[config.mk]
export PLATFORM = sky130hd
export DESIGN_NAME = dumbrv_mem_arb
export DESIGN_NICKNAME = d
export VERILOG_FILES = /design/src/rtl/dumbrv_pkg.sv /design/src/rtl/dumbrv_mem_align.sv /design/src/rtl/dumbrv_mem_arb.sv
export SDC_FILE = /design/constraint.sdc
export NUM_CORES = 1
export LEC_CHECK = 0
export BUFFER_PORTS_ARGS = -buffer_cell sky130_fd_sc_hd__buf_2
export CORE_MARGIN = 2
export CORE_UTILIZATION = 53
export DETAILED_ROUTE_END_ITERATION = 16
export PLACE_DENSITY = 0.86
export SYNTH_ARGS = -nofsm -noshare
export SYNTH_HDL_FRONTEND = slang
export SYNTH_SLANG_ARGS = --single-unit
[constraint.sdc]
create_clock -name clk -period 8.1 [get_ports clk]
set_input_delay 1.62 -clock clk [delete_from_list [all_inputs] [get_ports clk]]
set_output_delay 1.62 -clock clk [all_outputs]
set_load 0.01 [all_outputs]
[src/rtl/dumbrv_pkg.sv]
// Shared encodings for the dumbrv memory arbiter: LSU opcode fields, access sizes, arbiter states.
package dumbrv_pkg;

    localparam int unsigned DATA_W      = 32;
    localparam int unsigned OP_W        = 4;
    localparam int unsigned DREG_W      = 4;
    localparam int unsigned CNT_W       = 4;
    localparam int unsigned OP_STORE    = 3;
    localparam int unsigned OP_UNSIGNED = 2;

    typedef enum logic [1:0] {
        SZ_BYTE = 2'd0,
        SZ_HALF = 2'd1,
        SZ_WORD = 2'd2
    } lsu_size_e;

    typedef enum logic [1:0] {
        ST_IDLE      = 2'd0,
        ST_MEM_FETCH = 2'd1,
        ST_MEM_LSU   = 2'd2,
        ST_RESP      = 2'd3
    } arb_state_e;

    // Byte-lane mask of an access right-aligned in the word; unknown sizes act as word.
    function automatic logic [3:0] size_mask(input logic [1:0] size);
        case (size)
            SZ_BYTE: return 4'b0001;
            SZ_HALF: return 4'b0011;
            default: return 4'b1111;
        endcase
    endfunction

    function automatic logic is_misaligned(input logic [1:0] size, input logic [1:0] lo);
        case (size)
            SZ_BYTE: return 1'b0;
            SZ_HALF: return lo[0];
            default: return lo != 2'b00;
        endcase
    endfunction

endpackage

[src/rtl/dumbrv_mem_align.sv]
// Store lane shifting/masking for the incoming request and load extract/extend for the returning word.
module dumbrv_mem_align
    import dumbrv_pkg::*;
(
    input  logic [1:0]        st_size,
    input  logic [1:0]        st_lo,
    input  logic [DATA_W-1:0] st_data,
    output logic [3:0]        st_wmask,
    output logic [DATA_W-1:0] st_wdata,
    output logic              st_misaligned,
    input  logic [1:0]        ld_size,
    input  logic              ld_unsigned,
    input  logic [1:0]        ld_lo,
    input  logic [DATA_W-1:0] ld_word,
    output logic [DATA_W-1:0] ld_data
);

    logic [DATA_W-1:0] ld_shifted;

    always_comb begin
        st_misaligned = is_misaligned(st_size, st_lo);
        st_wmask      = 4'(size_mask(st_size) << st_lo);
        st_wdata      = st_data << {st_lo, 3'b000};

        ld_shifted = ld_word >> {ld_lo, 3'b000};
        case (ld_size)
            SZ_BYTE: ld_data = ld_unsigned ? {24'h0, ld_shifted[7:0]}
                                           : {{24{ld_shifted[7]}}, ld_shifted[7:0]};
            SZ_HALF: ld_data = ld_unsigned ? {16'h0, ld_shifted[15:0]}
                                           : {{16{ld_shifted[15]}}, ld_shifted[15:0]};
            default: ld_data = ld_shifted;
        endcase
    end

endmodule

[src/rtl/dumbrv_mem_arb.sv]
// Arbitrates the single memory port between instruction fetch and LSU, LSU-first with a
// bounded starvation limit for fetch; returns tagged load results and drops stale fetches.
module dumbrv_mem_arb
    import dumbrv_pkg::*;
#(
    parameter int unsigned ADDR_W       = 24,
    parameter int unsigned STARVE_LIMIT = 4
) (
    input  logic              clk,
    input  logic              rst,
    input  logic              fetch_req_i,
    input  logic [ADDR_W-1:0] fetch_addr_i,
    input  logic              fetch_flush_i,
    output logic              fetch_done_o,
    output logic [DATA_W-1:0] fetch_data_o,
    input  logic              lsu_valid_i,
    input  logic [OP_W-1:0]   lsu_opcode_i,
    input  logic [31:0]       lsu_addr_i,
    input  logic [DATA_W-1:0] lsu_data_i,
    input  logic [DREG_W-1:0] lsu_dreg_i,
    output logic              lsu_accept_o,
    output logic              lsu_rvalid_o,
    output logic [DATA_W-1:0] lsu_rdata_o,
    output logic [DREG_W-1:0] lsu_rdreg_o,
    output logic              lsu_err_o,
    output logic [DREG_W-1:0] lsu_busy_dreg_o,
    output logic              mem_req_o,
    output logic              mem_we_o,
    output logic [ADDR_W-3:0] mem_addr_o,
    output logic [DATA_W-1:0] mem_wdata_o,
    output logic [3:0]        mem_wmask_o,
    input  logic              mem_ack_i,
    input  logic [DATA_W-1:0] mem_rdata_i
);

    arb_state_e        state_q, state_d;
    logic [CNT_W-1:0]  cnt_q;
    logic              drop_q;
    logic              is_fetch_q;
    logic              is_store_q;
    logic              uns_q;
    logic [1:0]        size_q;
    logic [1:0]        lo_q;
    logic [DREG_W-1:0] dreg_q;
    logic [DREG_W-1:0] busy_dreg_q;
    logic              lsu_rvalid_q;
    logic              lsu_err_q;
    logic [DATA_W-1:0] lsu_rdata_q;
    logic [DATA_W-1:0] fetch_data_q;
    logic              mem_req_q;
    logic              mem_we_q;
    logic [ADDR_W-3:0] mem_addr_q;
    logic [DATA_W-1:0] mem_wdata_q;
    logic [3:0]        mem_wmask_q;

    logic              lsu_sel_c;
    logic              fetch_sel_c;
    logic              in_mem_c;
    logic [3:0]        st_wmask;
    logic [DATA_W-1:0] st_wdata;
    logic              st_misaligned;
    logic [DATA_W-1:0] ld_data;
    logic              unused_bits;

    assign unused_bits = ^{lsu_addr_i[31:ADDR_W], fetch_addr_i[1:0]};

    dumbrv_mem_align u_align (
        .st_size       (lsu_opcode_i[1:0]),
        .st_lo         (lsu_addr_i[1:0]),
        .st_data       (lsu_data_i),
        .st_wmask      (st_wmask),
        .st_wdata      (st_wdata),
        .st_misaligned (st_misaligned),
        .ld_size       (size_q),
        .ld_unsigned   (uns_q),
        .ld_lo         (lo_q),
        .ld_word       (mem_rdata_i),
        .ld_data       (ld_data)
    );

    // IDLE grant selection: LSU wins unless fetch has waited through STARVE_LIMIT LSU grants.
    always_comb begin
        lsu_sel_c   = 1'b0;
        fetch_sel_c = 1'b0;
        if (state_q == ST_IDLE) begin
            if (lsu_valid_i && ((cnt_q < CNT_W'(STARVE_LIMIT)) || !fetch_req_i)) begin
                lsu_sel_c = 1'b1;
            end else if (fetch_req_i && !fetch_flush_i) begin
                fetch_sel_c = 1'b1;
            end
        end
    end

    assign in_mem_c = (state_q == ST_MEM_FETCH) || (state_q == ST_MEM_LSU);

    always_comb begin
        state_d = state_q;
        case (state_q)
            ST_IDLE: begin
                if (lsu_sel_c && !st_misaligned) begin
                    state_d = ST_MEM_LSU;
                end else if (fetch_sel_c) begin
                    state_d = ST_MEM_FETCH;
                end
            end
            ST_MEM_FETCH, ST_MEM_LSU: begin
                if (mem_ack_i) begin
                    state_d = ST_RESP;
                end
            end
            default: state_d = ST_IDLE;
        endcase
    end

    always_ff @(posedge clk or posedge rst) begin
        if (rst) begin
            state_q      <= ST_IDLE;
            cnt_q        <= '0;
            drop_q       <= 1'b0;
            is_fetch_q   <= 1'b0;
            is_store_q   <= 1'b0;
            uns_q        <= 1'b0;
            size_q       <= '0;
            lo_q         <= '0;
            dreg_q       <= '0;
            busy_dreg_q  <= '0;
            lsu_rvalid_q <= 1'b0;
            lsu_err_q    <= 1'b0;
            lsu_rdata_q  <= '0;
            fetch_data_q <= '0;
            mem_req_q    <= 1'b0;
            mem_we_q     <= 1'b0;
            mem_addr_q   <= '0;
            mem_wdata_q  <= '0;
            mem_wmask_q  <= '0;
        end else begin
            state_q      <= state_d;
            lsu_err_q    <= lsu_sel_c && st_misaligned;
            lsu_rvalid_q <= 1'b0;

            if (!fetch_req_i || fetch_sel_c) begin
                cnt_q <= '0;
            end else if (lsu_sel_c && (cnt_q < CNT_W'(STARVE_LIMIT))) begin
                cnt_q <= cnt_q + CNT_W'(1);
            end

            // A resteer while the fetch is outstanding makes its response stale.
            if (state_q == ST_RESP) begin
                drop_q <= 1'b0;
            end else if ((state_q == ST_MEM_FETCH) && fetch_flush_i) begin
                drop_q <= 1'b1;
            end

            if (lsu_sel_c && !st_misaligned) begin
                is_fetch_q  <= 1'b0;
                is_store_q  <= lsu_opcode_i[OP_STORE];
                uns_q       <= lsu_opcode_i[OP_UNSIGNED];
                size_q      <= lsu_opcode_i[1:0];
                lo_q        <= lsu_addr_i[1:0];
                dreg_q      <= lsu_dreg_i;
                busy_dreg_q <= lsu_opcode_i[OP_STORE] ? '0 : lsu_dreg_i;
                mem_req_q   <= 1'b1;
                mem_we_q    <= lsu_opcode_i[OP_STORE];
                mem_addr_q  <= lsu_addr_i[ADDR_W-1:2];
                mem_wdata_q <= st_wdata;
                mem_wmask_q <= lsu_opcode_i[OP_STORE] ? st_wmask : 4'b0000;
            end else if (fetch_sel_c) begin
                is_fetch_q  <= 1'b1;
                is_store_q  <= 1'b0;
                mem_req_q   <= 1'b1;
                mem_we_q    <= 1'b0;
                mem_addr_q  <= fetch_addr_i[ADDR_W-1:2];
                mem_wmask_q <= 4'b0000;
            end

            if (in_mem_c && mem_ack_i) begin
                mem_req_q <= 1'b0;
                if (is_fetch_q) begin
                    fetch_data_q <= mem_rdata_i;
                end else if (!is_store_q) begin
                    lsu_rdata_q  <= ld_data;
                    lsu_rvalid_q <= 1'b1;
                end
            end

            if (state_q == ST_RESP) begin
                busy_dreg_q <= '0;
            end
        end
    end

    // Done is qualified live by flush so a resteer in the response cycle still suppresses it.
    assign fetch_done_o    = (state_q == ST_RESP) && is_fetch_q && !drop_q && !fetch_flush_i;
    assign fetch_data_o    = fetch_data_q;
    assign lsu_accept_o    = lsu_sel_c && !rst;
    assign lsu_rvalid_o    = lsu_rvalid_q;
    assign lsu_rdata_o     = lsu_rdata_q;
    assign lsu_rdreg_o     = dreg_q;
    assign lsu_err_o       = lsu_err_q;
    assign lsu_busy_dreg_o = busy_dreg_q;
    assign mem_req_o       = mem_req_q;
    assign mem_we_o        = mem_we_q;
    assign mem_addr_o      = mem_addr_q;
    assign mem_wdata_o     = mem_wdata_q;
    assign mem_wmask_o     = mem_wmask_q;

endmodule

==> qor.csv <==
stage;metric;value;unit
outcome;status;finished, final reports clean;
synth;Synth Net Count;776;
detailed_routing;DRC Markers;0;
synth;ys flop type;dfrtp_1;
global_routing;largest net degree at the start of global routing;85;
synth;Avg Synthesized Cell Area;10.8;sq um
worst_setup_path;critical path type;input port to output port;
global_routing;vias in the first global route;5744;
final_layout;share of cells above drive strength 1;0.391;
sta;minimum clock period after layout;3.90;ns
synth;sequential area share after synthesis;0.536;
detailed_routing;DR iter-0 viols;410;
synth;most frequent cells after synthesis;147 x dfrtp_1, 90 x nand2_1, 54 x mux2i_1;
final_layout;Reg area;0.00368;sq mm
sta;Max Clock Skew;0.00579;ns
clocking;Clock Path Buffers;2;
floorplanning;Die Wd;118;um
synth;synthesized flop and latch total;147;
detailed_routing;Routed Antenna Nets;0;
global_routing;initial antenna violation count;0;
final_layout;Area growth syn-to-layout;28.4;%
power_and_ir_drop;pwr/cell area;388;mW/mm^2
power_and_ir_drop;peak supply drop;196;uV
sta;Worst Max-Slew Pin Slew;1.08;ns
final_layout;ant diodes;0;
synth;EDFF count, synth;0;
clocking;CTS buffer count;17;
worst_setup_path;startpoint type of the worst setup path;input port;
global_routing;first-pass GRT wire length;29.4;mm
clocking;clock sinks;147;
placement;routability cong.;0.901;
clocking;worst skew pair latency;0.42;ns
global_routing;total gr overflow;0;
sta;setup TNS;0;ns
final_layout;post-route cell area;0.00882;sq mm
detailed_routing;Total Routed Length;18.0;mm
sta;final max-slew violation count;0;
detailed_routing;post-DR wirelength/cell;16.9;um
detailed_routing;Initial DRT Pass Iterations;5;
synth;Synth Cell Area;0.00687;sq mm
synth;cell count after synthesis;637;
sta;slew margin rel.;0.278;
placement;dpl cell area;0.00824;sq mm
power_and_ir_drop;Pleak;4.48;nW
synth;Netlist cell types;47;
sta;final setup vio count;0;
floorplanning;IO Count;270;
global_routing;GRT Overall Usage;0.267;
floorplanning;die height;118;um
sta;Max Freq;257;MHz
sta;Final Hold Viols;0;
final_layout;area of the multi-input gates;0.00298;sq mm
floorplanning;# rows;41;
synth;share of the synthesized area in the top cell type;0.536;
run;max-cap viol count;0;
floorplanning;core area;0.0126;sq mm
worst_setup_path;critical path arrival;2.28;ns
clocking;Hold-fix buffers, CTS;0;
final_layout;FILL cells;981;
hold_path;Worst Hold Class;flip-flop to flip-flop;
sta;unrepaired setup endpoints after global routing;false;
clocking;Post-CTS Setup Repair Bufs;0;
clocking;TritonCTS clock tree;yes;
worst_setup_path;kind of end point of the critical path;output port;
clocking;htree depth;4;
worst_setup_path;Worst Path Required;6.48;ns
final_layout;fin nets;1017;
synth;count leader, synth;dfrtp_1;
detailed_routing;vias per cell;5.46;
floorplanning;die area;0.0139;sq mm
placement;I/O Buffers;259;
synth;share of flip-flops with an asynchronous set or reset;1.00;
worst_setup_path;Max FO, Critical Path;4;
clocking;CTS Root Cell;clkbuf_16;
clocking;post-CTS sizing;0;
sta;fin crit share;0.481;
synth;Ys Warns;0;
floorplanning;Starting Density;0.544;
placement;detailed placement HPWL;13.1;mm
synth;main area contributors after synthesis;dfrtp_1 54%, mux2i_1 7.9%, mux2_2 6.9%;
clocking;Reg clk slew, reported paths;0.06;ns
synth;Yosys top cell by area;dfrtp_1;
detailed_routing;via count;5801;
-- registers in the layout (all words and copies together), names as in the netlist, 4 cells and up --
name / count
lsu_busy_dreg_o: 4
fetch_data_o: 32
mem_addr_o: 22
mem_wmask_o: 4
lsu_rdreg_o: 4
cnt_q: 4
lsu_rdata_o: 32
mem_wdata_o: 32
-- per-stage QoR --
step / power [mW] / util / setup slack (ns) / std cells / hold WS (ns)
2_1_floorplan: 2.13 / - / 2.53 / 637 / 0.464
3_3_place_gp: 2.61 / 0.653 / 4.22 / 1031 / 0.456
3_5_place_dp: 2.67 / 0.653 / 4.18 / 1031 / 0.459
4_1_cts: 3.45 / 0.699 / 4.19 / 1063 / 0.473
5_1_grt: 3.65 / 0.699 / 4.11 / 1063 / 0.495
6_report: 3.42 / 0.699 / 4.20 / 1063 / 0.468
-- cell type report --
cell class / instances / share of cell area
clock buffer: 19 / 0.0502
clock inverter: 13 / 0.0153
inverter: 6 / 0.00312
multi-input combinational: 441 / 0.338
sequential: 147 / 0.417
tap: 172 / 0.0244
timing repair buffer: 265 / 0.152
-- layout by cell type (no fill, tap or decap), drive strengths merged, types with 3 or more instances in the layout --
| master | Yosys | routed |
|---|---|---|
| clkinv | 0 | 8 |
| ha | 5 | 5 |
| o22a | 16 | 16 |
| mux2i | 54 | 54 |
| mux2 | 50 | 50 |
| a21oi | 41 | 41 |
| nand2 | 90 | 90 |
| inv | 6 | 7 |
| a211oi | 15 | 15 |
| and2 | 16 | 16 |
| o31ai | 9 | 9 |
| a21o | 3 | 3 |
| nor3 | 4 | 4 |
| dfrtp | 147 | 147 |
| o21ai | 49 | 49 |
| clkbuf | 22 | 19 |
| nor2b | 17 | 17 |
| nor2 | 40 | 40 |
| buf | 21 | 265 |
| nand2b | 4 | 4 |
| nand3b | 4 | 4 |
-- path summary, 6_finish.rpt --
kind	slack [ns]	cells past startpoint	to	startpoint
min in group asynchronous	1.27	2	mem_wmask_o[1]$_DFFE_PP0P_	rst
max	4.20	5	lsu_accept_o	fetch_req_i
min reg2reg	0.47	2	lsu_rdreg_o[3]$_DFFE_PP0N_	lsu_rdreg_o[3]$_DFFE_PP0N_
max in group asynchronous	5.39	3	lsu_rdata_o[21]$_DFFE_PP0P_	rst
max reg2reg	5.63	7	state_q[0]$_DFFE_PP0P_	state_q[1]$_DFFE_PP0P_
min	0.47	2	lsu_rdreg_o[3]$_DFFE_PP0N_	lsu_rdreg_o[3]$_DFFE_PP0N_
-- report_power, final --
part	leakage [nW]	switching [mW]	internal (mW)
Clock	0.283	0.302	0.460
Sequential	1.81	0.220	1.08
Combinational	2.39	0.721	0.636
Total	4.48	1.24	2.18
-- worst max-delay path, stage by stage --
cell	delay (ns)
buf_2	0.12
o21ai_1	0.13
nand3_1	0.17
nor2_1	0.11
buf_2	0.13
-- per-layer routing --
| metal | vias up | GRT usage | share of wire | wire length (um) |
|---|---|---|---|---|
| li1 | 2721 | - | - | - |
| met1 | 2773 | 0.351 | 0.42 | 7560 |
| met2 | 257 | 0.422 | 0.48 | 8680 |
| met3 | 50 | 0.0557 | 0.057 | 1030 |
| met4 | 0 | 0.135 | 0.040 | 720 |
| met5 | - | 0 | 0 | 0 |
-- logic make-up (layout without fill, tap and decap cells) --
family / after synthesis / in the layout / synth area share
muxes: 106 / 106 / 0.167
AOI/OAI and AO/OA: 143 / 143 / 0.129
and+or+nand+nor: 185 / 185 / 0.125
buffers and inverters: 49 / 303 / 0.0319
DFF: 147 / 147 / 0.536
xor gates and xnor gates: 2 / 2 / 0.00255
adders and majority gates: 5 / 5 / 0.00911
(Power assumes the default switching activity.)
